$ cat config.mk
export PLATFORM = sky130hd
export DESIGN_NAME = spd_uart_dump
export DESIGN_NICKNAME = d
export VERILOG_FILES = /design/src/rtl/spd_uart_dump.sv
export SDC_FILE = /design/constraint.sdc
export NUM_CORES = 1
export LEC_CHECK = 0
export BUFFER_PORTS_ARGS = -buffer_cell sky130_fd_sc_hd__buf_4
export CAP_MARGIN = 40
export CORE_ASPECT_RATIO = 0.75
export CORE_MARGIN = 10
export CORE_UTILIZATION = 54
export DETAILED_ROUTE_END_ITERATION = 8
export GPL_TIMING_DRIVEN = 0
export MAX_ROUTING_LAYER = met4
export PLACE_DENSITY = 0.78
export SYNTH_ARGS = -nofsm -noshare
export SYNTH_HDL_FRONTEND = slang
export SYNTH_SLANG_ARGS = --single-unit
$ cat constraint.sdc
create_clock -name i_clk -period 1.9 [get_ports i_clk]
set_input_delay 0.38 -clock i_clk [delete_from_list [all_inputs] [get_ports i_clk]]
set_output_delay 0.38 -clock i_clk [all_outputs]
set_load 0.02 [all_outputs]
$ cat src/rtl/spd_uart_dump.sv
// spd_uart_dump: turns each accepted SPD address/data byte into an "AA:DD\r\n" ASCII line on an 8N1 UART.
// Define SPD_DUMP_CHECKSUM_EN to append an "S:SS\r\n" running-sum line after a byte flagged with i_last.
module spd_uart_dump #(
    parameter int CLK_FREQ = 100_000_000,
    parameter int BAUD     = 115_200
) (
    input  logic       i_clk,
    input  logic       i_rst,
    input  logic       i_valid,
    output logic       o_ready,
    input  logic [7:0] i_addr,
    input  logic [7:0] i_data,
    input  logic       i_last,
    output logic       o_uart_tx,
    output logic       o_busy
);

    localparam int               CLKS_PER_BIT = CLK_FREQ / BAUD;
    localparam int               CNT_W        = $clog2(CLKS_PER_BIT);
    localparam logic [CNT_W-1:0] CNT_MAX      = CNT_W'(CLKS_PER_BIT - 1);

    localparam logic [7:0] CH_COLON = 8'h3A;
    localparam logic [7:0] CH_CR    = 8'h0D;
    localparam logic [7:0] CH_LF    = 8'h0A;

    if (CLKS_PER_BIT < 4) begin : g_bad_baud
        $error("spd_uart_dump: CLK_FREQ/BAUD must be at least 4");
    end

    typedef enum logic [2:0] {
        S_IDLE,
        S_LOAD,
        S_START,
        S_DATA,
        S_STOP
    } state_e;

    state_e           state_q,    state_d;
    logic [CNT_W-1:0] cnt_q,      cnt_d;
    logic [2:0]       bit_idx_q,  bit_idx_d;
    logic [3:0]       char_idx_q, char_idx_d;
    logic [7:0]       shift_q,    shift_d;
    logic [7:0]       addr_q,     addr_d;
    logic [7:0]       data_q,     data_d;
    logic             tx_q,       tx_d;
    logic             ready_q,    ready_d;
    logic             busy_q,     busy_d;
`ifdef SPD_DUMP_CHECKSUM_EN
    logic             last_q,     last_d;
    logic [7:0]       sum_q,      sum_d;
`endif

    logic       bit_wrap;
    logic       line_done;
    logic [7:0] char_sel;

    function automatic logic [7:0] hex_ascii(input logic [3:0] nib);
        return (nib < 4'd10) ? (8'h30 + {4'h0, nib}) : (8'h37 + {4'h0, nib});
    endfunction

    assign bit_wrap = (cnt_q == CNT_MAX);

    // Character 6 is the data line's LF; 7..12 form the optional summary line.
`ifdef SPD_DUMP_CHECKSUM_EN
    assign line_done = (char_idx_q == 4'd12) || ((char_idx_q == 4'd6) && !last_q);
`else
    assign line_done = (char_idx_q == 4'd6);
    logic unused_last;
    assign unused_last = i_last;
`endif

    always_comb begin
        // NOTE: every variable assigned in always_comb gets a default first, so no path can infer a latch.
        char_sel = CH_LF;
        case (char_idx_q)
            4'd0:    char_sel = hex_ascii(addr_q[7:4]);
            4'd1:    char_sel = hex_ascii(addr_q[3:0]);
            4'd2:    char_sel = CH_COLON;
            4'd3:    char_sel = hex_ascii(data_q[7:4]);
            4'd4:    char_sel = hex_ascii(data_q[3:0]);
            4'd5:    char_sel = CH_CR;
`ifdef SPD_DUMP_CHECKSUM_EN
            4'd7:    char_sel = 8'h53;
            4'd8:    char_sel = CH_COLON;
            4'd9:    char_sel = hex_ascii(sum_q[7:4]);
            4'd10:   char_sel = hex_ascii(sum_q[3:0]);
            4'd11:   char_sel = CH_CR;
`endif
            default: char_sel = CH_LF;
        endcase
    end

    always_comb begin
        state_d    = state_q;
        cnt_d      = cnt_q;
        bit_idx_d  = bit_idx_q;
        char_idx_d = char_idx_q;
        shift_d    = shift_q;
        addr_d     = addr_q;
        data_d     = data_q;
        tx_d       = tx_q;
        ready_d    = ready_q;
        busy_d     = busy_q;
`ifdef SPD_DUMP_CHECKSUM_EN
        last_d     = last_q;
        sum_d      = sum_q;
`endif

        case (state_q)
            S_IDLE: begin
                // The start bit is driven on the accept edge; the LOAD cycle is its first clock.
                if (i_valid && ready_q) begin
                    addr_d     = i_addr;
                    data_d     = i_data;
`ifdef SPD_DUMP_CHECKSUM_EN
                    last_d     = i_last;
                    sum_d      = sum_q + i_data;
`endif
                    char_idx_d = 4'd0;
                    cnt_d      = '0;
                    tx_d       = 1'b0;
                    ready_d    = 1'b0;
                    busy_d     = 1'b1;
                    state_d    = S_LOAD;
                end
            end

            S_LOAD: begin
                shift_d = char_sel;
                cnt_d   = cnt_q + CNT_W'(1);
                state_d = S_START;
            end

            S_START: begin
                if (bit_wrap) begin
                    cnt_d     = '0;
                    bit_idx_d = 3'd0;
                    tx_d      = shift_q[0];
                    state_d   = S_DATA;
                end else begin
                    cnt_d = cnt_q + CNT_W'(1);
                end
            end

            S_DATA: begin
                if (bit_wrap) begin
                    cnt_d = '0;
                    if (bit_idx_q == 3'd7) begin
                        tx_d    = 1'b1;
                        state_d = S_STOP;
                    end else begin
                        bit_idx_d = bit_idx_q + 3'd1;
                        shift_d   = shift_q >> 1;
                        tx_d      = shift_q[1];
                    end
                end else begin
                    cnt_d = cnt_q + CNT_W'(1);
                end
            end

            S_STOP: begin
                if (bit_wrap) begin
                    cnt_d = '0;
                    if (line_done) begin
`ifdef SPD_DUMP_CHECKSUM_EN
                        if (char_idx_q == 4'd12) begin
                            sum_d = 8'h00;
                        end
`endif
                        char_idx_d = 4'd0;
                        ready_d    = 1'b1;
                        busy_d     = 1'b0;
                        state_d    = S_IDLE;
                    end else begin
                        char_idx_d = char_idx_q + 4'd1;
                        tx_d       = 1'b0;
                        state_d    = S_LOAD;
                    end
                end else begin
                    cnt_d = cnt_q + CNT_W'(1);
                end
            end

            default: begin
                state_d = S_IDLE;
            end
        endcase
    end

    always_ff @(posedge i_clk) begin
        // NOTE: state registers use non-blocking assignments so every flop samples pre-edge values.
        if (i_rst) begin
            state_q    <= S_IDLE;
            cnt_q      <= '0;
            bit_idx_q  <= 3'd0;
            char_idx_q <= 4'd0;
            shift_q    <= 8'h00;
            addr_q     <= 8'h00;
            data_q     <= 8'h00;
            tx_q       <= 1'b1;
            ready_q    <= 1'b1;
            busy_q     <= 1'b0;
`ifdef SPD_DUMP_CHECKSUM_EN
            last_q     <= 1'b0;
            sum_q      <= 8'h00;
`endif
        end else begin
            state_q    <= state_d;
            cnt_q      <= cnt_d;
            bit_idx_q  <= bit_idx_d;
            char_idx_q <= char_idx_d;
            shift_q    <= shift_d;
            addr_q     <= addr_d;
            data_q     <= data_d;
            tx_q       <= tx_d;
            ready_q    <= ready_d;
            busy_q     <= busy_d;
`ifdef SPD_DUMP_CHECKSUM_EN
            last_q     <= last_d;
            sum_q      <= sum_d;
`endif
        end
    end

    assign o_uart_tx = tx_q;
    assign o_ready   = ready_q;
    assign o_busy    = busy_q;

endmodule
==> results.py <==
metrics = {
    "outcome": {
        "outcome": "complete, no violations",
    },
    "timing": {
        "final-setup-viol-count": 0,
        "tns_ns": 0,
        "finalMaxSlewViolations": 0,
        "postLayoutSetupSlackWorst_ns": 0.00902,
        "timing_worst_slew_pin_value_ns": 0.660,
        "grt_setup_unrepaired": "true",
        "timing.final.crit_period_ns": 1.89,
        "finalClockSkew_ns": 0.00621,
        "min_period_over_period": 0.995,
        "relSlewSlack": 0.559,
        "timing_hold_violations_final": 0,
        "fmax_ghz": 0.529,
    },
    "worst_setup_path": {
        "worst-endpoint-required_ns": 2.07,
        "timing.critical_path.to": "shift_q[0]$_SDFFE_PP0P_",
        "worstSetupPathDepth": 6,
        "path_max_fanout": 5,
        "crit-reg2reg-launch": "cnt_q[0]$_SDFFE_PP0P_",
        "path_cells": "ha_4, nand2_2, or3_4, or3_1, a21oi_1, a221oi_1",
        "path_class": "reg2reg",
        "setup.worst_path.start_class": "register",
        "path_delay_family": "simple AND/OR/NAND/NOR gates",
        "crit-reg2reg-capture": "shift_q[0]$_SDFFE_PP0P_",
        "worst-r2r-setup-slack_ns": 0.009,
        "worst_path_max_delay_cell": "sky130_fd_sc_hd__or3_4",
        "crit_path_start": "cnt_q[0]$_SDFFE_PP0P_",
        "worst_setup_path_end_kind": "register",
        "slowest_delay_ns": 0.45,
        "r2r_cells": 6,
        "worst-endpoint-arrival_ns": 2.06,
        "worstPathBufferInverterCount": 0,
    },
    "detailed_routing": {
        "detailedRoute.firstPassIterationCount": 5,
        "routedWlPerCell_um": 16.0,
        "avgViaCountPerCell": 5.96,
        "drt_first_iter_violations": 254,
        "drcViolationCount": 0,
        "final_ant_viol_nets": 0,
        "detailroute.via_count": 2603,
        "route.final.wire_length_um": 7000,
    },
    "clocking": {
        "cts.root.buffer_cell": "sky130_fd_sc_hd__clkbuf_8",
        "worst_skew_pair.late_latency_ns": 0.30,
        "htree_depth": 2,
        "clock-sinks": 46,
        "tritoncts.num_buffers": 5,
        "hold_buffers": 0,
        "ctsLongestPathBuffers": 2,
        "clk_transition_reported_paths_ns": 0.08,
        "tritoncts_clock_tree": "built",
    },
    "run": {
        "cap_violations": 0,
    },
    "grt": {
        "via_count_of_the_first_global_routing_pass": 2272,
        "first_pass_grt_wire_length_um": 10900,
        "grt_antenna_before_repair": 0,
        "grt_remaining_overflow": 0,
        "grt.total_usage": 0.169,
        "largest_net_degree_at_the_start_of_global_routing": 13,
    },
    "synth": {
        "yosys.area.top_type": "sky130_fd_sc_hd__dfxtp_1",
        "postSynthCellCount": 344,
        "synth_enable_flop_cells": 0,
        "post_synth_num_cell_types": 58,
        "synth_top_cells_by_area": "sky130_fd_sc_hd__dfxtp_1, sky130_fd_sc_hd__nand2_1, sky130_fd_sc_hd__a21oi_1, sky130_fd_sc_hd__nor2_1, sky130_fd_sc_hd__ha_1",
        "syn-mean-instance-area_um2": 7.81,
        "ys_warn_count": 0,
        "synth.top_cell.area_share": 0.343,
        "async_flop_share": 0,
        "seq_area_frac_synth": 0.343,
        "netlist_area_um2": 2690,
        "net_count_after_synthesis": 371,
        "ys_dominant_reg_cell": "sky130_fd_sc_hd__dfxtp_1",
        "ys_ff_latch": 46,
    },
    "finish": {
        "final_common_cell": "sky130_fd_sc_hd__nand2_1",
        "layout.filler_cells": 440,
        "multiInputGateArea_um2": 1750,
        "mostFrequentLayoutCells": "sky130_fd_sc_hd__nand2_1, sky130_fd_sc_hd__dfxtp_1, sky130_fd_sc_hd__a21oi_1, sky130_fd_sc_hd__buf_4, sky130_fd_sc_hd__nor2_1",
        "regArea_um2": 930,
        "antenna-diode-count": 0,
        "finalNetCount": 404,
        "layout.core_utilization": 0.653,
        "layout-drive-gt1-share": 0.207,
        "synthToLayoutAreaGrowth_pct": 17.8,
    },
    "floorplanning": {
        "core_area_um2": 4840,
        "rows": 22,
        "floorplan.initialDensity": 0.554,
        "die_height_um": 81.1,
        "dieArea_um2": 8220,
        "die-width_um": 101,
        "number_of_top_level_design_ports": 23,
    },
    "power": {
        "power-per-cell-area_nw_per_um2": 672,
        "ir_worst_vdd_mv": 0.461,
        "cellLeakagePower_uw": 0.00115,
    },
    "placement": {
        "gpl.final_weighted_congestion": 1.01,
        "dp_slack_ns": -0.250,
        "numPortBuffers": 21,
        "detailedPlacementHpwl_um": 5140,
    },
    "hold_path": {
        "min_path_type": "in2reg",
    },
}
-- synthesized netlist by cell type, types with 3 or more instances --
library cell / count
sky130_fd_sc_hd__nand2_1: 55
sky130_fd_sc_hd__dfxtp_1: 46
sky130_fd_sc_hd__a21oi_1: 38
sky130_fd_sc_hd__nor2_1: 27
sky130_fd_sc_hd__o21ai_0: 15
sky130_fd_sc_hd__inv_1: 13
sky130_fd_sc_hd__nor2b_1: 12
sky130_fd_sc_hd__clkbuf_1: 9
sky130_fd_sc_hd__ha_1: 7
sky130_fd_sc_hd__nor3_1: 7
sky130_fd_sc_hd__xnor2_1: 7
sky130_fd_sc_hd__xor2_1: 7
sky130_fd_sc_hd__buf_2: 6
sky130_fd_sc_hd__nand3_1: 6
sky130_fd_sc_hd__a211oi_1: 5
sky130_fd_sc_hd__a22oi_1: 5
sky130_fd_sc_hd__and3_1: 5
sky130_fd_sc_hd__and2_1: 4
sky130_fd_sc_hd__nand4_1: 4
sky130_fd_sc_hd__nor4_1: 4
sky130_fd_sc_hd__o22ai_1: 4
sky130_fd_sc_hd__a31oi_1: 3
sky130_fd_sc_hd__mux2i_1: 3
sky130_fd_sc_hd__nand3b_1: 3
sky130_fd_sc_hd__o21bai_1: 3
sky130_fd_sc_hd__or3_1: 3
-- routing by layer --
| layer | track usage | share of wire | vias up |
|---|---|---|---|
| met3 | 0.0373 | 0.057 | 14 |
| met5 | - | 0 | - |
| met1 | 0.245 | 0.52 | 1227 |
| met4 | 0.0472 | 0.014 | 0 |
| li1 | - | - | 1293 |
| met2 | 0.227 | 0.41 | 69 |
-- cells by family after synthesis --
kind of cell	after synthesis	synth area share
compound gates	98	0.235
xor+xnor	14	0.0456
fa+ha+maj	7	0.0326
buf+inv	29	0.0461
flops	46	0.343
mux	3	0.0112
simple gates	147	0.286
-- what timing repair did --
| action | CTS | global route |
|---|---|---|
| resized for setup | 8 | 35 |
| setup buffers | 0 | 6 |
| pin swaps | 1 | 4 |
| setup endpoints to repair | 22 | 31 |
-- power breakdown --
| group | leakage, µW | internal [µW] | switching [µW] |
|---|---|---|---|
| clock network | 0.0000383 | 254 | 310 |
| logic | 0.000731 | 200 | 265 |
| registers | 0.000377 | 1030 | 72.3 |
-- worst reg2reg max path: stages (launching register included) --
cell and delay [ns]:
sky130_fd_sc_hd__dfxtp_1 0.44, sky130_fd_sc_hd__ha_4 0.20, sky130_fd_sc_hd__nand2_2 0.10, sky130_fd_sc_hd__or3_4 0.45, sky130_fd_sc_hd__or3_1 0.33, sky130_fd_sc_hd__a21oi_1 0.16
sky130_fd_sc_hd__a221oi_1 0.09
-- cell type report --
cell class,instances,area share
Buffer,15,0.0269
Clock buffer,7,0.0241
Inverter,13,0.0154
Multi-Input combinational cell,269,0.552
Sequential cell,46,0.294
Tap cell,60,0.0237
Timing Repair Buffer,27,0.0641
-- flip-flops by register name (all words and copies together), names as in the netlist, 3 cells and up --
name,flops
state_q,3
shift_q,7
cnt_q,10
data_q,8
addr_q,8
char_idx_q,4
bit_idx_q,3
-- how the worst min path moves through the flow --
| stage | slack (ns) | end | cells after the start | startpoint |
|---|---|---|---|---|
| 6_report | 0.31 | shift_q[1]$_SDFFE_PP0P_ | 2 | i_rst |
| 5_1_grt | 0.32 | shift_q[1]$_SDFFE_PP0P_ | 2 | i_rst |
| 4_1_cts | 0.30 | shift_q[1]$_SDFFE_PP0P_ | 2 | i_rst |
| 3_5_place_dp | 0.45 | data_q[4]$_SDFFE_PP0P_ | 2 | data_q[4]$_SDFFE_PP0P_ |
| 3_3_place_gp | 0.44 | data_q[0]$_SDFFE_PP0P_ | 2 | data_q[0]$_SDFFE_PP0P_ |
| 2_1_floorplan | 0.44 | addr_q[0]$_SDFFE_PP0P_ | 2 | addr_q[0]$_SDFFE_PP0P_ |
-- per-stage QoR --
stage | instances | area [µm²] | hold slack (ns) | power [µW]
after detailed placement | 425 | 2920 | 0.451 | 1540
after CTS | 431 | 3010 | 0.303 | 2100
final | 437 | 3160 | 0.306 | 2130
after global placement | 425 | 2920 | 0.444 | 1520
after global routing | 437 | 3160 | 0.320 | 2230
after floorplan | 344 | 2690 | 0.436 | 1400
Power figures use the tool's default switching activity.
